<file path="src/rtl/icache_pkg.sv">
// Shared types, widths and address field helpers for the instruction cache.
// Index/tag helpers take the index width so the cache depth stays a module parameter.
package icache_pkg;

   typedef enum logic [1:0] {
      IDLE   = 2'd0,
      FILL   = 2'd1,
      UPDATE = 2'd2
   } state_t;

   localparam int BLOCK_W    = 128;
   localparam int OFFSET_W   = 4;
   localparam int MEM_ADDR_W = 28;
   localparam int DEF_SETS   = 8;

   function automatic logic [31:0] addr_tag(input logic [31:0] addr, input int index_w);
      return addr >> (OFFSET_W + index_w);
   endfunction

   function automatic logic [31:0] addr_index(input logic [31:0] addr, input int index_w);
      return (addr >> OFFSET_W) & ((32'd1 << index_w) - 32'd1);
   endfunction

   function automatic logic [1:0] addr_word(input logic [31:0] addr);
      return 2'((addr >> 2) & 32'd3);
   endfunction

endpackage

</file>
<file path="src/rtl/icache_if.sv">
// CPU fetch port and instruction-memory block port of the instruction cache.
interface icache_if;
   import icache_pkg::*;

   logic                  READ;
   logic [31:0]           ADDRESS;
   logic [31:0]           INSTRUCTION;
   logic                  BUSYWAIT;
   logic                  FLUSH;
   logic                  MEM_READ;
   logic [MEM_ADDR_W-1:0] MEM_ADDRESS;
   logic [BLOCK_W-1:0]    MEM_READDATA;
   logic                  MEM_BUSYWAIT;

   // master: CPU plus instruction memory; slave: the cache itself
   modport master (
      output READ, ADDRESS, FLUSH, MEM_READDATA, MEM_BUSYWAIT,
      input  INSTRUCTION, BUSYWAIT, MEM_READ, MEM_ADDRESS
   );

   modport slave (
      input  READ, ADDRESS, FLUSH, MEM_READDATA, MEM_BUSYWAIT,
      output INSTRUCTION, BUSYWAIT, MEM_READ, MEM_ADDRESS
   );

endinterface

</file>
<file path="src/rtl/icache_line_array.sv">
// Valid/tag/data storage: asynchronous read, synchronous write and clear.
// Valid bits reset asynchronously; tag and data need no reset since valid gates them.
module icache_line_array
   import icache_pkg::*;
#(
   parameter int SETS    = DEF_SETS,
   parameter int INDEX_W = $clog2(SETS),
   parameter int TAG_W   = 32 - INDEX_W - OFFSET_W
) (
   input  logic               CLK,
   input  logic               RESET,
   input  logic [INDEX_W-1:0] rd_index,
   output logic               rd_valid,
   output logic [TAG_W-1:0]   rd_tag,
   output logic [BLOCK_W-1:0] rd_data,
   input  logic               wr_en,
   input  logic [INDEX_W-1:0] wr_index,
   input  logic [TAG_W-1:0]   wr_tag,
   input  logic [BLOCK_W-1:0] wr_data,
   input  logic               clear_all
);

   logic [SETS-1:0]               valid;
   logic [SETS-1:0][TAG_W-1:0]    tag_arr;
   logic [SETS-1:0][BLOCK_W-1:0]  data_arr;

   assign rd_valid = valid[rd_index];
   assign rd_tag   = tag_arr[rd_index];
   assign rd_data  = data_arr[rd_index];

   // clear_all wins over a same-cycle write so a pending flush also drops the new line
   always_ff @(posedge CLK or negedge RESET) begin
      if (!RESET)
         valid <= '0;
      else if (clear_all)
         valid <= '0;
      else if (wr_en)
         valid[wr_index] <= 1'b1;
   end

   always_ff @(posedge CLK) begin
      if (wr_en) begin
         tag_arr[wr_index]  <= wr_tag;
         data_arr[wr_index] <= wr_data;
      end
   end

endmodule

</file>
<file path="src/rtl/icache_controller.sv">
// Direct-mapped instruction cache: same-cycle hits, single-block fill on a miss.
// FSM IDLE -> FILL -> UPDATE -> IDLE; fence.i flushes are deferred until the fill finishes.
module icache_controller
   import icache_pkg::*;
#(
   parameter int SETS = DEF_SETS
) (
   input logic     CLK,
   input logic     RESET,
   icache_if.slave bus
);

   localparam int INDEX_W = $clog2(SETS);
   localparam int TAG_W   = 32 - INDEX_W - OFFSET_W;

   state_t                state, state_nx;
   logic [MEM_ADDR_W-1:0] miss_addr;
   logic [BLOCK_W-1:0]    fill_data;
   logic                  first_fill;
   logic                  flush_pend;

   logic [TAG_W-1:0]      tag;
   logic [INDEX_W-1:0]    index;
   logic [1:0]            word;
   logic                  line_valid;
   logic [TAG_W-1:0]      line_tag;
   logic [BLOCK_W-1:0]    line_data;
   logic                  hit, busy, mem_read, line_wr, clear_all;

   assign tag   = TAG_W'(addr_tag(bus.ADDRESS, INDEX_W));
   assign index = INDEX_W'(addr_index(bus.ADDRESS, INDEX_W));
   assign word  = addr_word(bus.ADDRESS);

   icache_line_array #(
      .SETS    (SETS),
      .INDEX_W (INDEX_W),
      .TAG_W   (TAG_W)
   ) u_lines (
      .CLK       (CLK),
      .RESET     (RESET),
      .rd_index  (index),
      .rd_valid  (line_valid),
      .rd_tag    (line_tag),
      .rd_data   (line_data),
      .wr_en     (line_wr),
      .wr_index  (miss_addr[INDEX_W-1:0]),
      .wr_tag    (miss_addr[MEM_ADDR_W-1:INDEX_W]),
      .wr_data   (fill_data),
      .clear_all (clear_all)
   );

   assign hit = bus.READ & line_valid & (line_tag == tag);

   always_comb begin
      state_nx  = state;
      busy      = 1'b0;
      mem_read  = 1'b0;
      line_wr   = 1'b0;
      clear_all = 1'b0;
      case (state)
         IDLE: begin
            busy      = bus.READ & ~hit;
            clear_all = bus.FLUSH;
            if (bus.READ & ~hit)
               state_nx = FILL;
         end
         FILL: begin
            busy     = 1'b1;
            mem_read = 1'b1;
            // memory raises busy combinationally off MEM_READ, so its first-cycle level is stale
            if (!first_fill && !bus.MEM_BUSYWAIT)
               state_nx = UPDATE;
         end
         UPDATE: begin
            busy      = 1'b1;
            line_wr   = 1'b1;
            clear_all = flush_pend | bus.FLUSH;
            state_nx  = IDLE;
         end
         default: state_nx = IDLE;
      endcase
   end

   always_ff @(posedge CLK or negedge RESET) begin
      if (!RESET) begin
         state      <= IDLE;
         miss_addr  <= '0;
         fill_data  <= '0;
         first_fill <= 1'b0;
         flush_pend <= 1'b0;
      end else begin
         state      <= state_nx;
         first_fill <= (state == IDLE) && (state_nx == FILL);
         flush_pend <= (state == FILL) && (flush_pend || bus.FLUSH);
         if (state == IDLE && state_nx == FILL)
            miss_addr <= bus.ADDRESS[31:OFFSET_W];
         if (state == FILL && state_nx == UPDATE)
            fill_data <= bus.MEM_READDATA;
      end
   end

   // stall is masked during reset so a held READ does not stall against the cleared array
   assign bus.BUSYWAIT    = busy & RESET;
   assign bus.MEM_READ    = mem_read;
   assign bus.MEM_ADDRESS = miss_addr;
   assign bus.INSTRUCTION = hit ? line_data[{word, 5'b0} +: 32] : 32'h0;

endmodule

</file>
<file path="src/flat_wrapper.sv">
// flat-port wrapper written by rule: the top's interface ports become plain ports
module icache_controller_flat import icache_pkg::*;
#(
   parameter int SETS = DEF_SETS
)
  (CLK, RESET, bus_READ, bus_ADDRESS, bus_FLUSH, bus_MEM_READDATA, bus_MEM_BUSYWAIT, bus_INSTRUCTION, bus_BUSYWAIT, bus_MEM_READ, bus_MEM_ADDRESS);
  icache_if bus_i ();
  input logic CLK;
  input logic RESET;
  input wire logic [$bits(bus_i.READ)-1:0] bus_READ;
  input wire logic [$bits(bus_i.ADDRESS)-1:0] bus_ADDRESS;
  input wire logic [$bits(bus_i.FLUSH)-1:0] bus_FLUSH;
  input wire logic [$bits(bus_i.MEM_READDATA)-1:0] bus_MEM_READDATA;
  input wire logic [$bits(bus_i.MEM_BUSYWAIT)-1:0] bus_MEM_BUSYWAIT;
  output wire logic [$bits(bus_i.INSTRUCTION)-1:0] bus_INSTRUCTION;
  output wire logic [$bits(bus_i.BUSYWAIT)-1:0] bus_BUSYWAIT;
  output wire logic [$bits(bus_i.MEM_READ)-1:0] bus_MEM_READ;
  output wire logic [$bits(bus_i.MEM_ADDRESS)-1:0] bus_MEM_ADDRESS;
  assign bus_i.READ = bus_READ;
  assign bus_i.ADDRESS = bus_ADDRESS;
  assign bus_i.FLUSH = bus_FLUSH;
  assign bus_i.MEM_READDATA = bus_MEM_READDATA;
  assign bus_i.MEM_BUSYWAIT = bus_MEM_BUSYWAIT;
  assign bus_INSTRUCTION = bus_i.INSTRUCTION;
  assign bus_BUSYWAIT = bus_i.BUSYWAIT;
  assign bus_MEM_READ = bus_i.MEM_READ;
  assign bus_MEM_ADDRESS = bus_i.MEM_ADDRESS;
  icache_controller #(.SETS(SETS)) u_core (.CLK(CLK), .RESET(RESET), .bus(bus_i));
endmodule
</file>
<file path="config.mk">
export PLATFORM = sky130hd
export DESIGN_NAME = icache_controller_flat
export DESIGN_NICKNAME = d
export VERILOG_FILES = /design/src/rtl/icache_pkg.sv /design/src/rtl/icache_if.sv /design/src/rtl/icache_line_array.sv /design/src/rtl/icache_controller.sv /design/src/flat_wrapper.sv
export SDC_FILE = /design/constraint.sdc
export NUM_CORES = 1
export LEC_CHECK = 0
export BUFFER_PORTS_ARGS = -buffer_cell sky130_fd_sc_hd__buf_2
export CORE_MARGIN = 1.5
export CORE_UTILIZATION = 55
export DETAILED_ROUTE_END_ITERATION = 10
export PLACE_DENSITY = 0.73
export SLEW_MARGIN = 20
export SYNTH_ARGS = -nofsm -noshare
export SYNTH_HDL_FRONTEND = slang
export SYNTH_SLANG_ARGS = --single-unit
</file>
<file path="constraint.sdc">
create_clock -name CLK -period 12.24 [get_ports CLK]
set_input_delay 1.224 -clock CLK [delete_from_list [all_inputs] [get_ports CLK]]
set_output_delay 1.224 -clock CLK [all_outputs]
set_load 0.02 [all_outputs]
</file>
* Yosys cells after proc, flatten, opt, wreduce, memory -nomap -nowiden *
Index checks and enable logic that the tools add are counted.

word-level totals
  register bits = 1392
  input bits = 165
  output and inout bits = 62
  word-level logic and storage cells = 73

operators by class
  $lt $le $gt $ge = 3
  eq/ne operators = 5
  shift-type cells = 1
  mux-type cells = 24
  bitwise gates (word level) = 7
  reductions and logical operators = 11

operators by type and width
  operator              number
  $bwmux W1024          1
  $bmux W128 S3         1
  $demux W128 S3        1
  $mux W128             2
  $bwmux W200           1
  $shiftx A128 B8 Y32   1
  $bmux W25 S3          1
  $demux W25 S3         1
  $mux W25              2
  $mux W32              1
  $eq A25 B25 Y1        1
  $mux W8               2
  $lt A3 B4 Y1 const B  2
  $or A8 B8 Y8          1
  $logic_and A1 B1 Y1   5
  $and A1 B1 Y1         4
  $eq A2 B1 Y1 const B  2
  $eq A2 B2 Y1 const B  2
  $mux W1               4
  $mux W2               2
  $pmux W1 S2           2
  $pmux W2 S2           1
  $bmux W1 S3           1
  $demux W1 S3          1
  other kinds (8)       9

* Logic depth before layout (Yosys ltp) *
  depth after elaboration = 10
  depth in mapped cells = 13
  gate-level depth less buffers = 8

* Cells and area by module *
Synthesis repeated with hierarchy kept, for this count alone.

unflattened totals
  cell total of the unflattened synthesis = 2291
  area, all modules = 54179.5 um^2

modules (own cells, without submodules)
  module             times used  cells each  area an instance (um^2)
  icache_line_array  1           1813        46296.9
  icache_controller  1           478         7882.6

* Worst setup path after synthesis *
OpenSTA, ideal clock, no wires.

  path type = reg-to-reg
  start point = register u_core.state[0]
  end point = register u_core.u_lines.data_arr[128] (netlist bit) (enable)
  library setup time = 855 ps
  arrival time = 11156 ps
  data required time = 11385 ps
  setup slack = 228 ps
  cell stages (with the launch flop) = 5
  path buffers = 0
  period minus slack after synthesis = 12012 ps
  cells stage by stage = dfrtp_1 > inv_1 > ha_1 > nand2_1 > nor3_1

on the way
  cells in the longest elaborated chain, start to end = 2

RTL lines
  what                           RTL line                 source
  start, declared                icache_controller.sv:16  state_t state, state_nx;
  start signal, assigned         icache_controller.sv:92  state <= state_nx;
  $eq A2 B2 Y1                   icache_controller.sv:60  case (state)
  $mux W1                        icache_controller.sv:60
  end signal, assigned by index  icache_line_array.sv:44  data_arr[wr_index] <= wr_data;
  end, declared                  icache_line_array.sv:25  logic [SETS-1:0][BLOCK_W-1:0] data_arr;

No other way between the ends.
A chain may end at the register's enable or synchronous reset.

* Worst setup path in the final report *
  start point = input port bus_ADDRESS[5]
  end point = output port bus_BUSYWAIT

on the way
  cells in the longest elaborated chain, start to end = 8
  elaborated cells between the ends (all ways) = 11
  those cells by class = 1 x eq/ne; 5 x mux; 5 x bitwise

RTL lines
  what                                                              RTL line                                          source
  start, declared                                                   flat_wrapper.sv:11                                input wire logic [$bits(bus_i.ADDRESS)-1:0] bus_ADDRESS;
  $bmux W25 S3 / $bmux W1 S3 (equally long branches)                icache_line_array.sv:28, icache_line_array.sv:27
  $mux W25 (implied by the code) / $mux W1 (equally long branches)  icache_line_array.sv:28, icache_line_array.sv:27
  $eq A25 B25 Y1 / $and A1 B1 Y1 (equally long branches)            icache_controller.sv:52                           assign hit = bus.READ & line_valid & (line_tag == tag);
  $and A1 B1 Y1 *                                                   icache_controller.sv:52
  $not A1 Y1 *                                                      icache_controller.sv:62                           busy = bus.READ & ~hit;
  $and A1 B1 Y1 *                                                   icache_controller.sv:62
  $pmux W1 S2 *                                                     icache_controller.sv:60
  $and A1 B1 Y1 *                                                   icache_controller.sv:103                          assign bus.BUSYWAIT = busy & RESET;
  end, declared                                                     flat_wrapper.sv:16                                output wire logic [$bits(bus_i.BUSYWAIT)-1:0] bus_BUSYWAIT;

Mark *: on every way between the ends. The rest lies on a longest branch, timed or not. The select of a mux whose other input is x is not followed.

==> metrics.cfg <==
[run]
drv_cap=0

[floorplanning]
fp.dieH_um=314
core_area_mm2=0.0954
die_area_mm2=0.0985
io_pins=227
die_w_um=314
start_util_pct=55.7
rows=113

[placement]
dp_cells=3679
place_hpwl_mm=60.3
io_buffers=224
gp_congestion=0.776

[layout]
drive_above_1_share_pct=33.5
seq_area_mm2=0.0410
area_growth_pct=13.7
multi_input_area_mm2=0.0116
utilization_pct=63.3
nets=2727
final_cells=3944
final.fill_count=6310

[worst_setup_path]
end_kind=output pin
path_max_fanout=133
cp_data_required_time_ns=11.02
ff2ff_path_depth=10
reg2reg_to=u_core.fill_data[2]
cp.arrival_ns=5.67
startpoint_type=input port
r2r-start=u_core.u_lines.tag_arr[179]
path_class=in2out
r2r_slack_ns=7.50

[global_route]
met2_usage_pct=38.5
grt_overflow=0
use_met1_pct=31.2
grt_pass1_wl_mm=166
grt_max_degree=134
grt_util_all_layers_pct=23.4
grt_most_used_layer=met2
grt_use_met3_pct=5.50
first_global_vias=25871
antenna_found_initial=16

[pwr]
p_leak_nw=20.3
power_density_mw_per_mm2=210
ir_worst_vdd_mv=0.152

[synthesis]
synth_edf_count=1224
ys_ff_latch=1392
yosys_most_used_dff=edfxtp_1
synth_area_leader_cell=edfxtp_1
syn_area_mm2=0.0532
synth_seq_area_share_pct=77.0
synth_nets=2426
yosysUniqueCellTypes=45
synth_top_area_share_pct=69.1
netlist_instances=2257
ys_async_sr_fraction_pct=12.1
syn_avg_cell_area_um2=23.6
synth-warning-count=0
synthTopCellsByArea=edfxtp_1 (69%), mux4_2 (15%), dfrtp_1 (7.9%)

[sta]
slew_viol_final=0
hold_violations=0
finalCriticalPeriod_ns=6.89
finClkSkew_ns=0.0259
tightest_slew_ns=1.10
finalCritPeriodShare_pct=56.3
grt_setup_unrepaired=no
fmax_ghz=0.145
max_slew_margin_pct=26.3
tns_ns=0
setup-violations-final=0

[status]
status=completed

[clocking]
clkSinkCount=1392
cts_repair_resize_count=0
clk_latency_ns=0.75
clockRootBuffer=clkbuf_16
clock_path_buffers=3
numCtsBuffers=140
clk_pin_slew_ns=0.05
cts_hold_buffers=0
post_cts_buffers=0
htreeDepth=4
cts_tree=built

[route]
ant_nets=0
drt_iter0_drc=2355
wl_per_cell_um=28.4
vias=24224
first_pass_iters=5
drc_errors=0
drt_wl_total_mm=112
via_per_inst=6.14

[worst_hold_path]
hold_path_class=in2async

## registers in the layout, indices dropped and copies added, names as in the netlist
signal                   cells
u_core.bus.MEM_ADDRESS      28
u_core.fill_data           128
u_core.first_fill            1
u_core.flush_pend            1
u_core.state                 2
u_core.u_lines.data_arr   1024
u_core.u_lines.tag_arr     200
u_core.u_lines.valid         8
## cell usage in the layout (no fill, tap or decap), types with 3 or more instances in the layout
cell,synthesis,final
clkbuf_16,0,148
dfrtp_1,168,168
xor2_1,21,21
a221oi_1,7,7
inv_1,4,4
nand2b_1,5,5
mux2i_1,71,71
clkbuf_1,31,36
clkinv_2,0,21
o21ai_0,5,5
mux4_2,352,352
nand4_1,3,3
a31oi_1,3,3
clkinv_1,0,15
mux2_1,121,121
nor3_2,1,3
buf_8,1,3
buf_2,15,219
ha_1,4,4
o22ai_1,7,7
nor2b_1,4,4
nand2_1,7,7
nor2_4,0,6
buf_12,10,3
buf_4,2,42
inv_6,0,3
edfxtp_1,1224,1224
mux2_2,52,52
nor2_1,60,54
clkbuf_8,0,17
diode_2,0,4
clkinvlp_4,0,5
bufinv_16,0,13
## metal layers
metal	vias to the layer above	part of all wire, %
li1	10104	-
met5	-	0.094
met4	16	2.9
met3	193	7.2
met2	888	50
met1	13023	39
## power by group
group	leakage, nW	internal (mW)	total (mW)	switching, mW
logic	4.97	0.569	1.33	0.762
registers	13.1	6.38	7.05	0.664
clock network	2.30	2.59	4.31	1.72
## cells in the mapped netlist, drive strengths merged, types with 2 or more instances
cell type / count
ha: 4
dfrtp: 168
mux4: 352
nor3: 4
nor4: 2
nor2b: 4
buf: 80
inv: 4
o31ai: 2
a21oi: 2
a31oi: 4
a221oi: 7
o21ai: 6
nand4: 4
edfxtp: 1224
mux2i: 71
nand3: 2
mux2: 173
clkbuf: 31
nand2b: 5
or3: 2
nor2: 60
xor2: 21
o2bb2ai: 2
a22o: 2
nand2: 7
o22ai: 7
## final cells by class
cell class / count / area share [%]
flip-flops and latches: 1392 / 67.7
multi-input cells: 750 / 19.2
clock buffers: 200 / 6.71
repair buffers: 270 / 2.62
well taps: 1265 / 2.62
clock inverters: 59 / 1.08
inverters: 4 / 0.0248
diodes: 4 / 0.0166
## cells by family after synthesis
group / count (synthesis) / share of synthesized area (%)
buffers and inverters: 115 / 1.29
and+or+nand+nor: 93 / 0.821
xor gates and xnor gates: 22 / 0.362
muxes: 596 / 19.9
AOI/OAI and AO/OA: 35 / 0.492
adders and majority gates: 4 / 0.0941
DFF: 1392 / 77.0
## how the worst max path moves through the flow
stage	from	endpoint
2_1_floorplan	u_core.state[0]	u_core.u_lines.data_arr[128]
3_3_place_gp	bus_ADDRESS[5]	u_core.fill_data[2]
3_5_place_dp	bus_ADDRESS[5]	u_core.fill_data[2]
4_1_cts	bus_ADDRESS[5]	bus_BUSYWAIT
5_1_grt	bus_ADDRESS[5]	bus_BUSYWAIT
6_report	bus_ADDRESS[5]	bus_BUSYWAIT
## metrics by stage
stage	area [um^2]	power (mW)	hold slack [ns]	setup WS (ns)
6_report	60500	12.7	0.489	5.35
3_5_place_dp	55700	8.48	0.493	4.94
4_1_cts	60400	12.8	0.505	5.32
5_1_grt	60500	13.1	0.521	5.14
3_3_place_gp	55700	8.34	0.472	5.05
2_1_floorplan	53200	7.91	0.461	0.228
## worst max-delay path: stages
cell and delay (ns):
buf_8 0.70, buf_12 0.70, mux4_2 0.60, mux2i_1 0.19
xor2_1 0.18, nand4_1 0.13, nor3_2 0.34, nand4_4 0.69
a31oi_1 0.39, nor3b_1 0.12, buf_2 0.18
(Power assumes the default switching activity.)
